==> src/rtl/mem_access_pkg.sv <==
`default_nettype none
// ============================================================================
// Module      : mem_access_pkg
// Description : Shared pipeline defines for the MEM stage. Holds the
//               datapath width, the ALU opcode set, the MEM_* operation
//               encodings, the MEM-stage FSM state type, and helper
//               functions for op classification, byte-lane enables and
//               store-data replication.
// Ports       : none (package)
// Revision    : 1.0 - initial release
// ============================================================================
package mem_access_pkg;

  localparam int INSTR_WIDTH = 32;

  // ALU operation codes used by the EX stage
  localparam logic [3:0] ALU_ADD  = 4'd0;
  localparam logic [3:0] ALU_SUB  = 4'd1;
  localparam logic [3:0] ALU_AND  = 4'd2;
  localparam logic [3:0] ALU_OR   = 4'd3;
  localparam logic [3:0] ALU_XOR  = 4'd4;
  localparam logic [3:0] ALU_SLL  = 4'd5;
  localparam logic [3:0] ALU_SRL  = 4'd6;
  localparam logic [3:0] ALU_SRA  = 4'd7;
  localparam logic [3:0] ALU_SLT  = 4'd8;
  localparam logic [3:0] ALU_SLTU = 4'd9;

  // MEM-stage operation codes
  localparam logic [3:0] MEM_NONE = 4'd0;
  localparam logic [3:0] MEM_LW   = 4'd1;
  localparam logic [3:0] MEM_LH   = 4'd2;
  localparam logic [3:0] MEM_LHU  = 4'd3;
  localparam logic [3:0] MEM_LB   = 4'd4;
  localparam logic [3:0] MEM_LBU  = 4'd5;
  localparam logic [3:0] MEM_SW   = 4'd6;
  localparam logic [3:0] MEM_SH   = 4'd7;
  localparam logic [3:0] MEM_SB   = 4'd8;

  typedef enum logic [0:0] {
    ST_IDLE = 1'b0,
    ST_BUSY = 1'b1
  } state_t;

  function automatic logic is_load(input logic [3:0] op);
    return (op == MEM_LW) || (op == MEM_LH) || (op == MEM_LHU) ||
           (op == MEM_LB) || (op == MEM_LBU);
  endfunction

  function automatic logic is_store(input logic [3:0] op);
    return (op == MEM_SW) || (op == MEM_SH) || (op == MEM_SB);
  endfunction

  // Word ops need a 4-byte aligned address, halfword ops 2-byte aligned.
  function automatic logic is_misaligned(input logic [3:0] op, input logic [1:0] lo);
    logic r;
    r = 1'b0;
    if ((op == MEM_LW) || (op == MEM_SW))
      r = (lo != 2'b00);
    else if ((op == MEM_LH) || (op == MEM_LHU) || (op == MEM_SH))
      r = lo[0];
    return r;
  endfunction

  // Little-endian lane enables; loads always read the whole word.
  function automatic logic [3:0] byte_en(input logic [3:0] op, input logic [1:0] lo);
    logic [3:0] r;
    case (op)
      MEM_SH:  r = lo[1] ? 4'b1100 : 4'b0011;
      MEM_SB:  r = 4'b0001 << lo;
      default: r = 4'b1111;
    endcase
    return r;
  endfunction

  // Narrow stores are replicated so the enabled lane always carries the data.
  function automatic logic [31:0] store_data(input logic [3:0] op, input logic [31:0] wd);
    logic [31:0] r;
    case (op)
      MEM_SH:  r = {2{wd[15:0]}};
      MEM_SB:  r = {4{wd[7:0]}};
      default: r = wd;
    endcase
    return r;
  endfunction

endpackage
`default_nettype wire

==> src/rtl/mem_access_load_align.sv <==
`default_nettype none
// ============================================================================
// Module      : load_align
// Description : Combinational lane select and extension of load data.
// Ports       : op     in  4   MEM_* load operation
//               addr   in  2   byte offset within the word
//               rdata  in  32  raw word from the data bus
//               result out 32  aligned, sign/zero-extended load value
// Revision    : 1.0 - initial release
// ============================================================================
module load_align
  import mem_access_pkg::*;
(
  input  logic [3:0]  op,
  input  logic [1:0]  addr,
  input  logic [31:0] rdata,
  output logic [31:0] result
);

  logic [7:0]  w_byte;
  logic [15:0] w_half;

  always_comb begin
    w_byte = rdata[{addr, 3'b000} +: 8];
    w_half = addr[1] ? rdata[31:16] : rdata[15:0];
    case (op)
      MEM_LB:  result = {{24{w_byte[7]}}, w_byte};
      MEM_LBU: result = {24'h000000, w_byte};
      MEM_LH:  result = {{16{w_half[15]}}, w_half};
      MEM_LHU: result = {16'h0000, w_half};
      default: result = rdata;
    endcase
  end

endmodule
`default_nettype wire

==> src/rtl/mem_access.sv <==
`default_nettype none
// ============================================================================
// Module      : mem_access
// Description : Pipeline MEM stage. Passes non-memory results straight to
//               writeback, runs loads/stores over a request/acknowledge data
//               bus with stall, and flags misaligned accesses.
// Ports       : W_clk, W_rst                 clock, sync active-high reset
//               W_valid/W_alu_res/W_wdata/
//               W_mem_op/W_wb_reg/W_wb_en     EX-stage result
//               R_dreq/R_dwe/R_daddr/R_dbe/
//               R_dwdata, W_dack/W_drdata     data bus
//               R_wb_valid/R_wb_data/
//               R_wb_reg/R_wb_en              registered result to WB
//               R_stall                       upstream hold
//               R_addr_err/R_bad_addr         misaligned-access report
// Revision    : 1.0 - initial release
// ============================================================================
module mem_access
  import mem_access_pkg::*;
(
  input  logic                   W_clk,
  input  logic                   W_rst,
  input  logic                   W_valid,
  input  logic [INSTR_WIDTH-1:0] W_alu_res,
  input  logic [31:0]            W_wdata,
  input  logic [3:0]             W_mem_op,
  input  logic [4:0]             W_wb_reg,
  input  logic                   W_wb_en,
  output logic                   R_dreq,
  output logic                   R_dwe,
  output logic [31:0]            R_daddr,
  output logic [3:0]             R_dbe,
  output logic [31:0]            R_dwdata,
  input  logic                   W_dack,
  input  logic [31:0]            W_drdata,
  output logic                   R_wb_valid,
  output logic [31:0]            R_wb_data,
  output logic [4:0]             R_wb_reg,
  output logic                   R_wb_en,
  output logic                   R_stall,
  output logic                   R_addr_err,
  output logic [31:0]            R_bad_addr
);

  state_t      r_state;
  state_t      w_state_next;

  // Context of the in-flight transfer, needed when the ack arrives
  logic [3:0]  r_op;
  logic [1:0]  r_addr_lo;
  logic [4:0]  r_pend_reg;
  logic        r_pend_en;

  logic        w_accept;
  logic        w_is_mem;
  logic        w_misalign;
  logic        w_done;
  logic [31:0] w_load_data;

  assign w_accept   = W_valid && (r_state == ST_IDLE);
  assign w_is_mem   = is_load(W_mem_op) || is_store(W_mem_op);
  assign w_misalign = is_misaligned(W_mem_op, W_alu_res[1:0]);
  assign w_done     = (r_state == ST_BUSY) && W_dack;

  assign R_stall    = (r_state == ST_BUSY);

  load_align u_load_align (
    .op     (r_op),
    .addr   (r_addr_lo),
    .rdata  (W_drdata),
    .result (w_load_data)
  );

  always_ff @(posedge W_clk) begin
    if (W_rst) r_state <= ST_IDLE;
    else       r_state <= w_state_next;
  end

  always_comb begin
    w_state_next = r_state;
    case (r_state)
      ST_IDLE: if (w_accept && w_is_mem && !w_misalign) w_state_next = ST_BUSY;
      ST_BUSY: if (W_dack)                               w_state_next = ST_IDLE;
      default:                                           w_state_next = ST_IDLE;
    endcase
  end

  always_ff @(posedge W_clk) begin
    if (W_rst) begin
      R_dreq     <= 1'b0;
      R_dwe      <= 1'b0;
      R_daddr    <= 32'h0;
      R_dbe      <= 4'h0;
      R_dwdata   <= 32'h0;
      R_wb_valid <= 1'b0;
      R_wb_data  <= 32'h0;
      R_wb_reg   <= 5'h0;
      R_wb_en    <= 1'b0;
      R_addr_err <= 1'b0;
      R_bad_addr <= 32'h0;
      r_op       <= MEM_NONE;
      r_addr_lo  <= 2'b00;
      r_pend_reg <= 5'h0;
      r_pend_en  <= 1'b0;
    end else begin
      // Pulses; every other output holds unless updated below.
      R_wb_valid <= 1'b0;
      R_addr_err <= 1'b0;

      if (w_accept) begin
        if (!w_is_mem) begin
          // Unrecognised op codes are treated as MEM_NONE.
          R_wb_valid <= 1'b1;
          R_wb_data  <= W_alu_res;
          R_wb_reg   <= W_wb_reg;
          R_wb_en    <= W_wb_en;
        end else if (w_misalign) begin
          R_addr_err <= 1'b1;
          R_bad_addr <= W_alu_res;
        end else begin
          R_dreq     <= 1'b1;
          R_dwe      <= is_store(W_mem_op);
          R_daddr    <= {W_alu_res[31:2], 2'b00};
          R_dbe      <= byte_en(W_mem_op, W_alu_res[1:0]);
          R_dwdata   <= store_data(W_mem_op, W_wdata);
          r_op       <= W_mem_op;
          r_addr_lo  <= W_alu_res[1:0];
          r_pend_reg <= W_wb_reg;
          r_pend_en  <= W_wb_en;
        end
      end

      if (w_done) begin
        R_dreq     <= 1'b0;
        R_wb_valid <= 1'b1;
        R_wb_reg   <= r_pend_reg;
        if (is_store(r_op)) begin
          R_wb_en <= 1'b0;
        end else begin
          R_wb_en   <= r_pend_en;
          R_wb_data <= w_load_data;
        end
      end
    end
  end

endmodule
`default_nettype wire

==> config.mk <==
export PLATFORM = sky130hd
export DESIGN_NAME = mem_access
export DESIGN_NICKNAME = d
export VERILOG_FILES = /design/src/rtl/mem_access_pkg.sv /design/src/rtl/mem_access_load_align.sv /design/src/rtl/mem_access.sv
export SDC_FILE = /design/constraint.sdc
export NUM_CORES = 1
export LEC_CHECK = 0
export ABC_AREA = 1
export ABC_CLOCK_PERIOD_IN_PS = 2000
export CAP_MARGIN = 5
export CORE_UTILIZATION = 47
export CTS_CLUSTER_SIZE = 14
export DETAILED_ROUTE_END_ITERATION = 10
export PLACE_DENSITY = 0.81
export SLEW_MARGIN = 20
export SYNTH_ARGS = -nofsm -noshare
export SYNTH_HDL_FRONTEND = slang
export SYNTH_SLANG_ARGS = --single-unit
==> constraint.sdc <==
create_clock -name W_clk -period 2 [get_ports W_clk]
set_input_delay 0.2 -clock W_clk [delete_from_list [all_inputs] [get_ports W_clk]]
set_output_delay 0.2 -clock W_clk [all_outputs]
set_load 0.005 [all_outputs]
==> flow_metrics.tcl <==
set metrics [dict create \
    status "completed" \
    grt_overflow 0 \
    nFillCells 1412 \
    antenna_found_initial 1 \
    htreeDepth 4 \
    synth.distinct_cells 21 \
    die_w_um 131 \
    rsz0062_at_grt "false" \
    p_leak_nw 5.18 \
    cts_root_buffer "clkbuf_16" \
    hold_violations 0 \
    yosys_warnings 0 \
    cp-end-kind "register" \
    place.gp.congestion 0.887 \
    skew_ns 0.0129 \
    rows 46 \
    start_util_pct 48.8 \
    cts_sinks 153 \
    path_max_fanout 22 \
    die-height_um 131 \
    seq_area_frac_synth_pct 39.0 \
    vias 9047 \
    place_inst 1737 \
    reg.largest.list "R_bad_addr: 32 flops, R_dwdata: 32 flops, R_wb_data: 32 flops" \
    syn_area_per_cell_sq_um 6.04 \
    yosysTopAreaCell "dfxtp_1" \
    p_per_area_nw_per_um2 747 \
    critical_path_class "in -> reg" \
    clock_path_buffers 2 \
    post-route-util_pct 70.7 \
    drt_iter0_markers 716 \
    die-area_sq_um 17200 \
    cap_violations 0 \
    synth-compound-area-share_pct 6.97 \
    grt_max_degree 63 \
    post_cts_buffers 0 \
    insertion_delay_ns 0.43 \
    cts_buffers 17 \
    drtPass1Iterations 5 \
    insertedDiodeCount 0 \
    io_pins 253 \
    slew_violations 0 \
    top_layer "met5" \
    synthXorXnorAreaFrac_pct 0 \
    cp.required_ns 2.36 \
    muxShareOfSynthArea_pct 0 \
    fin_cells 1769 \
    hold_path_class "in -> reg" \
    ant_nets 0 \
    hpwl_um 19600 \
    core_sq_um 16100 \
    synth_fa_ha_area_share_pct 0 \
    wl_met2_um 12600 \
    drive_above_1_share_pct 5.99 \
    power_mw 8.51 \
    vias_per_cell 5.11 \
    cts.clk_slew.worst_paths_ns 0.07 \
    synth.cell_area_sq_um 7860 \
    fin_crit_sh_pct 84.4 \
    fin_crit_ns 1.69 \
    ys_ff_latch 153 \
    drc 0 \
    wl_met1_um 10700 \
    drt_wl_total_um 26600 \
    synth_top_family_by_area "simple AND/OR/NAND/NOR gates" \
    yosys.area_share.simple_pct 43.3 \
    cts_tree "done" \
    crit_arrival_ns 2.04 \
    routedWlPerCell_um 15.0 \
    vdd.ir_drop.worst_mv 0.565 \
    syn_inst 1302 \
    netlist.area_leader.share_pct 39.0 \
    postCtsHoldBufs 0 \
    timing.fmax_mhz 592 \
    grt_pass1_wl_um 42000 \
    final_nets 1650 \
    final_cell_mix "nor2_1 (367), nand2_1 (290), clkdlybuf4s50_1 (250)" \
    synth_area_leaders "dfxtp_1 (39%), nor2_1 (18%), nand2_1 (14%), nand3_1 (11%), inv_1 (5.3%)" \
    grt_pass1_vias 8128 \
    cp-start-kind "input port" \
    grt.total_usage_pct 30.7 \
    numPortBuffers 250 \
    area_growth_pct 45.0 \
    mostFrequentLayoutCell "nor2_1" \
    final-setup-viol-count 0 \
    fin_tns_setup_ns 0 \
    cts_resized 0 \
    met3_length_um 2440 \
]
per-layer routing:
metal / global-route usage [%] / vias up
li1: - / 4498
met1: 37.2 / 4088
met2: 51.4 / 409
met3: 8.45 / 50
met4: 12.0 / 2
met5: 0 / -
through the flow:
stage	worst slack [ns]	hold WS, ns	area, sq um
after floorplan	0.498	0.335	7860
after global placement	-0.0185	0.448	10800
after detailed placement	-0.0674	0.455	10800
after CTS	0.355	0.420	11400
after global routing	0.180	0.472	11400
final	0.312	0.432	11400
synth_stat cells:
library cell / instances
buf_6: 2
buf_2: 20
nand3_2: 1
conb_1: 1
a21oi_1: 36
nor3_1: 3
nand2_2: 3
nand2_1: 290
o211ai_1: 1
nor2_1: 368
inv_2: 2
buf_1: 16
nor2_2: 3
clkinv_1: 2
inv_1: 112
clkbuf_1: 31
dfxtp_1: 153
buf_4: 14
nand3_1: 170
nor2_4: 2
o21ai_0: 72
cell type report:
class                      instances  area (sq um)  share of cell area (%)
tap                              216           270                    2.37
timing repair buffer             301          3070                    27.0
clock inverter                    11           136                    1.20
clock buffer                      21           450                    3.95
inverter                         116           439                    3.85
multi-input combinational        951          3960                    34.8
sequential                       153          3060                    26.9
logic make-up after synthesis:
| kind of cell | Yosys count |
|---|---|
| AND/OR/NAND/NOR | 840 |
| flip-flops | 153 |
| AO/OA/AOI/OAI | 109 |
| other | 1 |
| buffers and inverters | 199 |
power by group:
group          switching, mW  total, mW  internal, mW
sequential             0.138       3.40          3.27
combinational          0.964       1.90         0.932
clock                   1.32       3.21          1.89
worst max-delay path, cell delays in order:
cell and delay [ns]:
clkdlybuf4s50_1 0.49, inv_1 0.18, nand2_1 0.09, nand2_1 0.09, nand3_2 0.13, buf_12 0.18
nor2_2 0.18, buf_4 0.22, nand2_1 0.07, nand2_1 0.08, nor2_1 0.04, nor2_1 0.10
final timing paths:
check,startpoint,to,slack (ns),cells after the start
worst max-delay path,W_mem_op[0],R_wb_data[9]$_SDFF_PP0_,0.31,12
worst min-delay path,W_wb_reg[4],r_pend_reg[4]$_SDFFE_PP0P_,0.43,5
worst max register to register,r_addr_lo[1]$_SDFFE_PP0P_,R_wb_data[4]$_SDFF_PP0_,0.31,8
worst min register to register,R_bad_addr[9]$_SDFFE_PP0P_,R_bad_addr[9]$_SDFFE_PP0P_,0.46,2
No activity file was read; power rests on OpenSTA's default activity.
